File: src/rtl/ysyx_25020047_pkg.sv
// Shared definitions for the ysyx_25020047 multi-cycle instruction sequencer.
// Contents:
//   DEFAULT_RESET_PC / DEFAULT_MEM_TIMEOUT  default values for the top-level parameters
//   state_e      FSM state encoding, which is also visible on state_o
//   halt_code_e  reason the core stopped
//   exu_pkt_t    IDU/EXU outputs as sampled in EXEC
//   wb_info_t    the subset of exu_pkt_t that must survive until MEM/WB
package ysyx_25020047_pkg;

    localparam int unsigned XLEN                = 32;
    localparam logic [31:0] DEFAULT_RESET_PC    = 32'h8000_0000;
    localparam int unsigned DEFAULT_MEM_TIMEOUT = 255;

    typedef enum logic [2:0] {
        ST_FETCH  = 3'd0,
        ST_WAIT_I = 3'd1,
        ST_EXEC   = 3'd2,
        ST_MEM    = 3'd3,
        ST_WB     = 3'd4,
        ST_HALT   = 3'd5
    } state_e;

    typedef enum logic [1:0] {
        HC_NONE    = 2'b00,
        HC_GOOD    = 2'b01,
        HC_ABORT   = 2'b10,
        HC_TIMEOUT = 2'b11
    } halt_code_e;

    typedef struct packed {
        logic [XLEN-1:0] result;
        logic            read;
        logic            write;
        logic            reg_wen;
        logic            pc_from_res;
        logic            ebreak;
        logic            illegal;
    } exu_pkt_t;

    typedef struct packed {
        logic [XLEN-1:0] result;
        logic            write;
        logic            reg_wen;
        logic            pc_from_res;
    } wb_info_t;

    // States in which the sequencer waits on an external responder
    function automatic logic is_wait_state(input state_e s);
        return (s == ST_WAIT_I) || (s == ST_MEM);
    endfunction

endpackage

File: src/rtl/ysyx_25020047_seq_if.sv
// Bus between the sequencer core and its environment (IFU, IDU/EXU, LSU, debug).
// Modports:
//   master  the sequencer: drives requests, pc, rf_wen, halt status, state_o
//   slave   the environment: drives fetch/memory responses and decoded EXU flags
interface ysyx_25020047_seq_if;
    import ysyx_25020047_pkg::*;

    // Instruction fetch
    logic            ifu_req;
    logic            ifu_rvalid;

    // Decoded / executed instruction
    logic [XLEN-1:0] exu_result;
    logic            exu_read;
    logic            exu_write;
    logic            exu_reg_wen;
    logic            pc_from_res;
    logic            ebreak;
    logic            illegal;

    // Load/store unit
    logic            lsu_req;
    logic            lsu_we;
    logic            lsu_ack;

    // Architectural / status
    logic [XLEN-1:0] pc;
    logic            rf_wen;
    logic            halt;
    logic [1:0]      halt_code;
    logic [2:0]      state_o;

    modport master (
        output ifu_req, lsu_req, lsu_we, pc, rf_wen, halt, halt_code, state_o,
        input  ifu_rvalid, exu_result, exu_read, exu_write, exu_reg_wen,
               pc_from_res, ebreak, illegal, lsu_ack
    );

    modport slave (
        input  ifu_req, lsu_req, lsu_we, pc, rf_wen, halt, halt_code, state_o,
        output ifu_rvalid, exu_result, exu_read, exu_write, exu_reg_wen,
               pc_from_res, ebreak, illegal, lsu_ack
    );

endinterface

File: src/rtl/ysyx_25020047_wdog.sv
// Response watchdog: counts cycles spent waiting on a fetch or memory response.
// Ports:
//   clk, rst  clock and synchronous active-high reset
//   clear     restart the count (asserted on the edge that enters a wait state)
//   enable    one more cycle elapsed without a response
//   expired   LIMIT waiting cycles have elapsed, including the current one
module ysyx_25020047_wdog #(
    parameter int unsigned LIMIT = 255
) (
    input  logic clk,
    input  logic rst,
    input  logic clear,
    input  logic enable,
    output logic expired
);

    localparam int unsigned    CNT_W = (LIMIT > 2) ? $clog2(LIMIT) : 1;
    localparam logic [CNT_W-1:0] LAST = CNT_W'(LIMIT - 1);

    logic [CNT_W-1:0] cnt_q;
    logic [CNT_W-1:0] cnt_d;

    // Count k-1 is held during the k-th waiting cycle, so LAST marks the LIMIT-th one
    assign expired = (cnt_q == LAST);

    // Saturating count; clear wins so a new wait always starts from zero
    always_comb begin
        cnt_d = cnt_q;
        if (clear) begin
            cnt_d = '0;
        end else if (enable && !expired) begin
            cnt_d = cnt_q + CNT_W'(1);
        end
    end

    always_ff @(posedge clk) begin
        if (rst) begin
            cnt_q <= '0;
        end else begin
            cnt_q <= cnt_d;
        end
    end

endmodule

File: src/rtl/ysyx_25020047_seq.sv
// Multi-cycle instruction sequencer: FETCH -> WAIT_I -> EXEC -> [MEM] -> WB, with
// an absorbing HALT for ebreak, illegal instructions and response timeouts.
// Ports:
//   clk, rst  sole clock and synchronous active-high reset
//   bus       master side of ysyx_25020047_seq_if (fetch, EXU flags, LSU, pc, status)
// Parameters:
//   RESET_PC     pc loaded on reset
//   MEM_TIMEOUT  waiting cycles allowed for ifu_rvalid / lsu_ack before halting
module ysyx_25020047_seq
    import ysyx_25020047_pkg::*;
#(
    parameter logic [31:0] RESET_PC    = DEFAULT_RESET_PC,
    parameter int unsigned MEM_TIMEOUT = DEFAULT_MEM_TIMEOUT
) (
    input  logic                clk,
    input  logic                rst,
    ysyx_25020047_seq_if.master bus
);

    state_e          state_q;
    state_e          state_d;

    wb_info_t        wb_q;
    wb_info_t        wb_d;
    logic [XLEN-1:0] pc_q;
    logic [XLEN-1:0] pc_d;

    logic            ifu_req_q;
    logic            ifu_req_d;
    logic            lsu_req_q;
    logic            lsu_req_d;
    logic            lsu_we_q;
    logic            lsu_we_d;
    logic            rf_wen_q;
    logic            rf_wen_d;
    logic            halt_q;
    logic            halt_d;
    halt_code_e      halt_code_q;
    halt_code_e      halt_code_d;

    exu_pkt_t        exu_in;
    logic            exec_abort_c;
    logic            response_c;
    logic            wd_clear;
    logic            wd_enable;
    logic            wd_expired;

    // Gather the decoded instruction into one payload
    always_comb begin
        exu_in             = '0;
        exu_in.result      = bus.exu_result;
        exu_in.read        = bus.exu_read;
        exu_in.write       = bus.exu_write;
        exu_in.reg_wen     = bus.exu_reg_wen;
        exu_in.pc_from_res = bus.pc_from_res;
        exu_in.ebreak      = bus.ebreak;
        exu_in.illegal     = bus.illegal;
    end

    // A load that is also a store cannot be issued; treat it like an unknown opcode
    assign exec_abort_c = exu_in.illegal || (exu_in.read && exu_in.write);

    // Responses only count in the state that is waiting for them
    assign response_c = ((state_q == ST_WAIT_I) && bus.ifu_rvalid) ||
                        ((state_q == ST_MEM)    && bus.lsu_ack);

    assign wd_clear  = is_wait_state(state_d) && (state_d != state_q);
    assign wd_enable = is_wait_state(state_q) && !response_c;

    ysyx_25020047_wdog #(
        .LIMIT   (MEM_TIMEOUT)
    ) u_wdog (
        .clk     (clk),
        .rst     (rst),
        .clear   (wd_clear),
        .enable  (wd_enable),
        .expired (wd_expired)
    );

    // State register
    always_ff @(posedge clk) begin
        if (rst) begin
            state_q <= ST_FETCH;
        end else begin
            state_q <= state_d;
        end
    end

    // Next-state logic
    always_comb begin
        state_d = state_q;
        case (state_q)
            // Stay until the request has been on the bus for a cycle; after reset
            // this delays the first request to the first cycle out of reset
            ST_FETCH: begin
                if (ifu_req_q) begin
                    state_d = ST_WAIT_I;
                end
            end
            ST_WAIT_I: begin
                if (bus.ifu_rvalid) begin
                    state_d = ST_EXEC;
                end else if (wd_expired) begin
                    state_d = ST_HALT;
                end
            end
            ST_EXEC: begin
                if (exec_abort_c || exu_in.ebreak) begin
                    state_d = ST_HALT;
                end else if (exu_in.read || exu_in.write) begin
                    state_d = ST_MEM;
                end else begin
                    state_d = ST_WB;
                end
            end
            ST_MEM: begin
                if (bus.lsu_ack) begin
                    state_d = ST_WB;
                end else if (wd_expired) begin
                    state_d = ST_HALT;
                end
            end
            ST_WB:   state_d = ST_FETCH;
            ST_HALT: state_d = ST_HALT;
            default: state_d = ST_FETCH;
        endcase
    end

    // Output / datapath next values; every strobe is a flop loaded from state_d
    always_comb begin
        ifu_req_d   = (state_d == ST_FETCH);
        lsu_req_d   = (state_d == ST_MEM);
        lsu_we_d    = 1'b0;
        rf_wen_d    = 1'b0;
        halt_d      = (state_d == ST_HALT);
        halt_code_d = halt_code_q;
        wb_d        = wb_q;
        pc_d        = pc_q;

        case (state_q)
            ST_EXEC: begin
                wb_d.result      = exu_in.result;
                wb_d.write       = exu_in.write;
                wb_d.reg_wen     = exu_in.reg_wen;
                wb_d.pc_from_res = exu_in.pc_from_res;
                lsu_we_d         = (state_d == ST_MEM) && exu_in.write;
                rf_wen_d         = (state_d == ST_WB) && exu_in.reg_wen;
                if (state_d == ST_HALT) begin
                    halt_code_d = exec_abort_c ? HC_ABORT : HC_GOOD;
                end
            end
            ST_WAIT_I: begin
                if (state_d == ST_HALT) begin
                    halt_code_d = HC_TIMEOUT;
                end
            end
            ST_MEM: begin
                lsu_we_d = (state_d == ST_MEM) && wb_q.write;
                rf_wen_d = (state_d == ST_WB) && wb_q.reg_wen;
                if (state_d == ST_HALT) begin
                    halt_code_d = HC_TIMEOUT;
                end
            end
            // pc advances only here; the +4 wraps modulo 2^32
            ST_WB: begin
                pc_d = wb_q.pc_from_res ? wb_q.result : (pc_q + 32'd4);
            end
            default: ;
        endcase
    end

    always_ff @(posedge clk) begin
        if (rst) begin
            pc_q        <= RESET_PC;
            wb_q        <= '0;
            ifu_req_q   <= 1'b0;
            lsu_req_q   <= 1'b0;
            lsu_we_q    <= 1'b0;
            rf_wen_q    <= 1'b0;
            halt_q      <= 1'b0;
            halt_code_q <= HC_NONE;
        end else begin
            pc_q        <= pc_d;
            wb_q        <= wb_d;
            ifu_req_q   <= ifu_req_d;
            lsu_req_q   <= lsu_req_d;
            lsu_we_q    <= lsu_we_d;
            rf_wen_q    <= rf_wen_d;
            halt_q      <= halt_d;
            halt_code_q <= halt_code_d;
        end
    end

    assign bus.ifu_req   = ifu_req_q;
    assign bus.lsu_req   = lsu_req_q;
    assign bus.lsu_we    = lsu_we_q;
    assign bus.rf_wen    = rf_wen_q;
    assign bus.pc        = pc_q;
    assign bus.halt      = halt_q;
    assign bus.halt_code = halt_code_q;
    assign bus.state_o   = 3'(state_q);

endmodule

File: src/flat_wrapper.sv
// flat-port wrapper written by rule: the top's interface ports become plain ports
module ysyx_25020047_seq_flat import ysyx_25020047_pkg::*;
#(
    parameter logic [31:0] RESET_PC    = DEFAULT_RESET_PC,
    parameter int unsigned MEM_TIMEOUT = DEFAULT_MEM_TIMEOUT
)
  (clk, rst, bus_ifu_req, bus_lsu_req, bus_lsu_we, bus_pc, bus_rf_wen, bus_halt, bus_halt_code, bus_state_o, bus_ifu_rvalid, bus_exu_result, bus_exu_read, bus_exu_write, bus_exu_reg_wen, bus_pc_from_res, bus_ebreak, bus_illegal, bus_lsu_ack);
  ysyx_25020047_seq_if bus_i ();
  input  logic clk;
  input  logic rst;
  output wire logic [$bits(bus_i.ifu_req)-1:0] bus_ifu_req;
  output wire logic [$bits(bus_i.lsu_req)-1:0] bus_lsu_req;
  output wire logic [$bits(bus_i.lsu_we)-1:0] bus_lsu_we;
  output wire logic [$bits(bus_i.pc)-1:0] bus_pc;
  output wire logic [$bits(bus_i.rf_wen)-1:0] bus_rf_wen;
  output wire logic [$bits(bus_i.halt)-1:0] bus_halt;
  output wire logic [$bits(bus_i.halt_code)-1:0] bus_halt_code;
  output wire logic [$bits(bus_i.state_o)-1:0] bus_state_o;
  input wire logic [$bits(bus_i.ifu_rvalid)-1:0] bus_ifu_rvalid;
  input wire logic [$bits(bus_i.exu_result)-1:0] bus_exu_result;
  input wire logic [$bits(bus_i.exu_read)-1:0] bus_exu_read;
  input wire logic [$bits(bus_i.exu_write)-1:0] bus_exu_write;
  input wire logic [$bits(bus_i.exu_reg_wen)-1:0] bus_exu_reg_wen;
  input wire logic [$bits(bus_i.pc_from_res)-1:0] bus_pc_from_res;
  input wire logic [$bits(bus_i.ebreak)-1:0] bus_ebreak;
  input wire logic [$bits(bus_i.illegal)-1:0] bus_illegal;
  input wire logic [$bits(bus_i.lsu_ack)-1:0] bus_lsu_ack;
  assign bus_ifu_req = bus_i.ifu_req;
  assign bus_lsu_req = bus_i.lsu_req;
  assign bus_lsu_we = bus_i.lsu_we;
  assign bus_pc = bus_i.pc;
  assign bus_rf_wen = bus_i.rf_wen;
  assign bus_halt = bus_i.halt;
  assign bus_halt_code = bus_i.halt_code;
  assign bus_state_o = bus_i.state_o;
  assign bus_i.ifu_rvalid = bus_ifu_rvalid;
  assign bus_i.exu_result = bus_exu_result;
  assign bus_i.exu_read = bus_exu_read;
  assign bus_i.exu_write = bus_exu_write;
  assign bus_i.exu_reg_wen = bus_exu_reg_wen;
  assign bus_i.pc_from_res = bus_pc_from_res;
  assign bus_i.ebreak = bus_ebreak;
  assign bus_i.illegal = bus_illegal;
  assign bus_i.lsu_ack = bus_lsu_ack;
  ysyx_25020047_seq #(.RESET_PC(RESET_PC), .MEM_TIMEOUT(MEM_TIMEOUT)) u_core (.clk(clk), .rst(rst), .bus(bus_i));
endmodule
File: config.mk
export PLATFORM = sky130hd
export DESIGN_NAME = ysyx_25020047_seq_flat
export DESIGN_NICKNAME = d
export VERILOG_FILES = /design/src/rtl/ysyx_25020047_pkg.sv /design/src/rtl/ysyx_25020047_seq_if.sv /design/src/rtl/ysyx_25020047_wdog.sv /design/src/rtl/ysyx_25020047_seq.sv /design/src/flat_wrapper.sv
export SDC_FILE = /design/constraint.sdc
export NUM_CORES = 1
export LEC_CHECK = 0
export ABC_AREA = 1
export CORE_UTILIZATION = 38
export CTS_CLUSTER_DIAMETER = 120
export DETAILED_ROUTE_END_ITERATION = 10
export PLACE_DENSITY = 0.61
export SYNTH_ARGS = -nofsm -noshare
export SYNTH_HDL_FRONTEND = slang
export SYNTH_SLANG_ARGS = --single-unit
File: constraint.sdc
create_clock -name clk -period 1.85 [get_ports clk]
set_clock_uncertainty 0.1 [all_clocks]
set_input_delay 0.2775 -clock clk [delete_from_list [all_inputs] [get_ports clk]]
set_output_delay 0.2775 -clock clk [all_outputs]
set_load 0.1 [all_outputs]
==> results.ini <==
[sta]
worstMarginPinSlew_ps=406
worst_slack_ps=117
relSlewSlack_pct=72.7
hold_viol=0
hold_ws_ps=352
drv_slew=0
tns_ps=0
rsz0062_at_grt=yes
min_period_ps=1730
setup_viol=0
fmax_mhz=577
fin_crit_sh_pct=93.7

[global_route]
antenna_found_initial=0
grt_pass1_vias=4177
grt_max_degree=43
grt_pass1_wl_mm=20.3
grtUsageTotal_pct=22.1
grt_overflow=0

[power_and_ir_drop]
intPower_w=0.00334
cellPowerDensity_nw_per_um2=774
sw_frac_of_total_pct=31.0
p_total_w=0.00484
p_clk_share_pct=35.0
p_seq_share_pct=42.0
irDropWorstVdd_mv=0.658
p_leak_nw=2.41
pwr-share-comb_pct=23.0
p_switching_w=0.00150

[worst_setup_path]
arrival_ps=1900
crit_type=flop to flop
cpMaxStageDelayCell=dfxtp_4
slowest_delay_ps=410
cp.required_ps=2010
path_cells=ha_1, nand2_1, nor2_4, nand3_2, nor3_4, nand2_1, nand2_1, nand3_1, a21oi_1
crit_path_start_kind=flop
path_common_cell=nand2_1
setup.worst_path.end_class=flop
crit_fanout=7

[synthesis]
synthCells=669
yosysTopAreaCellShare_pct=38.5
yosysWarnings=0
syn_nets=714
synth.avg_cell_area_um2=6.61
netlist-cell-type-count=38
synth_edf_count=0
synth_top_area_cell=dfxtp_1
synthArstFlopShare_pct=0
synthesis.area_um2=4420
yosys-top-cells-area=dfxtp_1, nand2_1, nor2_1, a21oi_1, inv_1
seq_area_frac_synth_pct=38.5
ys_seq_elements=85
synth_ff_type=dfxtp_1

[layout]
syn_to_final_growth_pct=41.4
antennaDiodeCount=0
layout-drive-gt1-share_pct=19.3
final_nets=805
fill_cells=1115
fin_cells=908

[clock_tree]
hold_buffers=0
cts_tree=built
ctsResizeCount=0
clock_path_buffers=2
h-tree-depth=3
clock-root-buffer=clkbuf_16
clk_pin_slew_ps=60
cts_inserted_buffers=9
post_cts_buffers=0
clock-sinks=85
insertion_delay_ps=330

[detailed_routing]
firstDrtPassIters=6
vias=4598
drt-total-wl_mm=12.6
route.detailed.drc=0
wire_per_inst_um=13.9
avgViaCountPerCell=5.06
ant_nets=0
drtIter0Drc=234

[placed_design]
place_inst=892
portBuffers=83
place_ws_ps=-137
place.detailed.hpwl_mm=9.46
gp_congestion=0.923

[floorplanning]
core.rowCount=39
pin_count=84
core_um2=11400
dieWidth_um=110
die_h_um=110
initial_utilization_pct=38.9
die-area_um2=12100

[outcome]
status=completed

[min_path]
holdCritPathClass=flop to flop

[flow_run]
drv_cap=0

==> final timing paths <==
kind	startpoint	endpoint	depth (start not counted)	slack (ps)
min	u_core.wb_q[18]$_SDFFE_PP0P_	u_core.wb_q[18]$_SDFFE_PP0P_	2	350
max reg2reg	u_core.bus.pc[2]$_SDFFE_PP0N_	u_core.bus.pc[20]$_SDFFE_PP0N_	9	120
max	u_core.bus.pc[2]$_SDFFE_PP0N_	u_core.bus.pc[20]$_SDFFE_PP0N_	9	120
min reg2reg	u_core.wb_q[18]$_SDFFE_PP0P_	u_core.wb_q[18]$_SDFFE_PP0P_	2	350
==> kinds of logic (layout without fill, tap and decap cells) <==
family,after synthesis,in the layout,share of synthesized area [%]
adders and majority gates,3,3,0.849
xor gates and xnor gates,9,9,1.78
DFF,85,85,38.5
AOI/OAI and AO/OA,135,135,16.3
buffers and inverters,104,200,9.36
and+or+nand+nor,333,333,33.2
==> power groups by stage <==
stage / logic [W] / registers [W] / clock network [W]
after floorplan: 0.000508 / 0.00225 / 0
after global placement: 0.00108 / 0.00207 / 0
after detailed placement: 0.00110 / 0.00207 / 0
after CTS: 0.00111 / 0.00203 / 0.00174
after global routing: 0.00121 / 0.00204 / 0.00182
final: 0.00111 / 0.00203 / 0.00169
==> area by class of cell <==
class	count	area [um^2]	area share [%]
clock inverters	4	22.5	0.360
well taps	143	179	2.86
repair buffers	106	1420	22.8
flip-flops and latches	85	1750	28.0
multi-input cells	480	2330	37.2
inverters	78	293	4.68
clock buffers	12	256	4.10
==> registers in the layout, indices dropped and copies added, names as in the netlist <==
register,cells
u_core.bus.halt_code,2
u_core.bus.halt,1
u_core.bus.pc,32
u_core.bus.state_o,3
u_core.bus.rf_wen,1
u_core.bus.ifu_req,1
u_core.bus.lsu_we,1
u_core.u_wdog.cnt_q,8
u_core.bus.lsu_req,1
u_core.wb_q,35
==> routing by layer <==
metal / vias to the layer above / GRT usage [%] / wire (um)
li1: 2340 / - / -
met4: 0 / 8.29 / 210
met3: 18 / 4.09 / 879
met5: - / 0 / 0
met1: 2060 / 30.1 / 5820
met2: 180 / 34.4 / 5700
==> through the flow <==
step                      util, %  area (um^2)
after floorplan                 -         4470
after global placement       52.4         5960
after detailed placement     52.4         5960
after CTS                    54.8         6230
after global routing         55.0         6260
final                        55.0         6260
==> cell usage in the layout (no fill, tap or decap), types with 12 or more instances in the layout <==
cell type / Yosys / routed
a21oi_1: 61 / 61
dfxtp_2: 0 / 29
nand2_1: 146 / 144
buf_12: 0 / 42
buf_4: 3 / 23
nor3_1: 12 / 12
nand3_1: 40 / 40
inv_1: 74 / 73
dfxtp_1: 85 / 52
nor2_1: 100 / 98
clkdlybuf4s50_1: 0 / 41
o21ai_0: 54 / 54
==> Yosys cell counts (all sizes together), types with 2 or more instances <==
library cell / instances
dfxtp: 85
or2: 2
o22ai: 3
xnor2: 5
a311oi: 2
a31oi: 4
a21oi: 61
xor2: 4
buf: 14
ha: 3
o21ai: 54
a211oi: 4
nor3: 13
nor2: 113
clkbuf: 12
o211ai: 3
nand3b: 6
inv: 78
nand2: 153
nand3: 43
==> critical path: cells and delay by family, from the launching register on <==
kind | cells | cell delay, ps
AOI/OAI and AO/OA | 1 | 120
DFF | 1 | 410
adders and majority gates | 1 | 170
and+or+nand+nor | 7 | 880
Note: power is estimated with default switching activity, not from simulation.
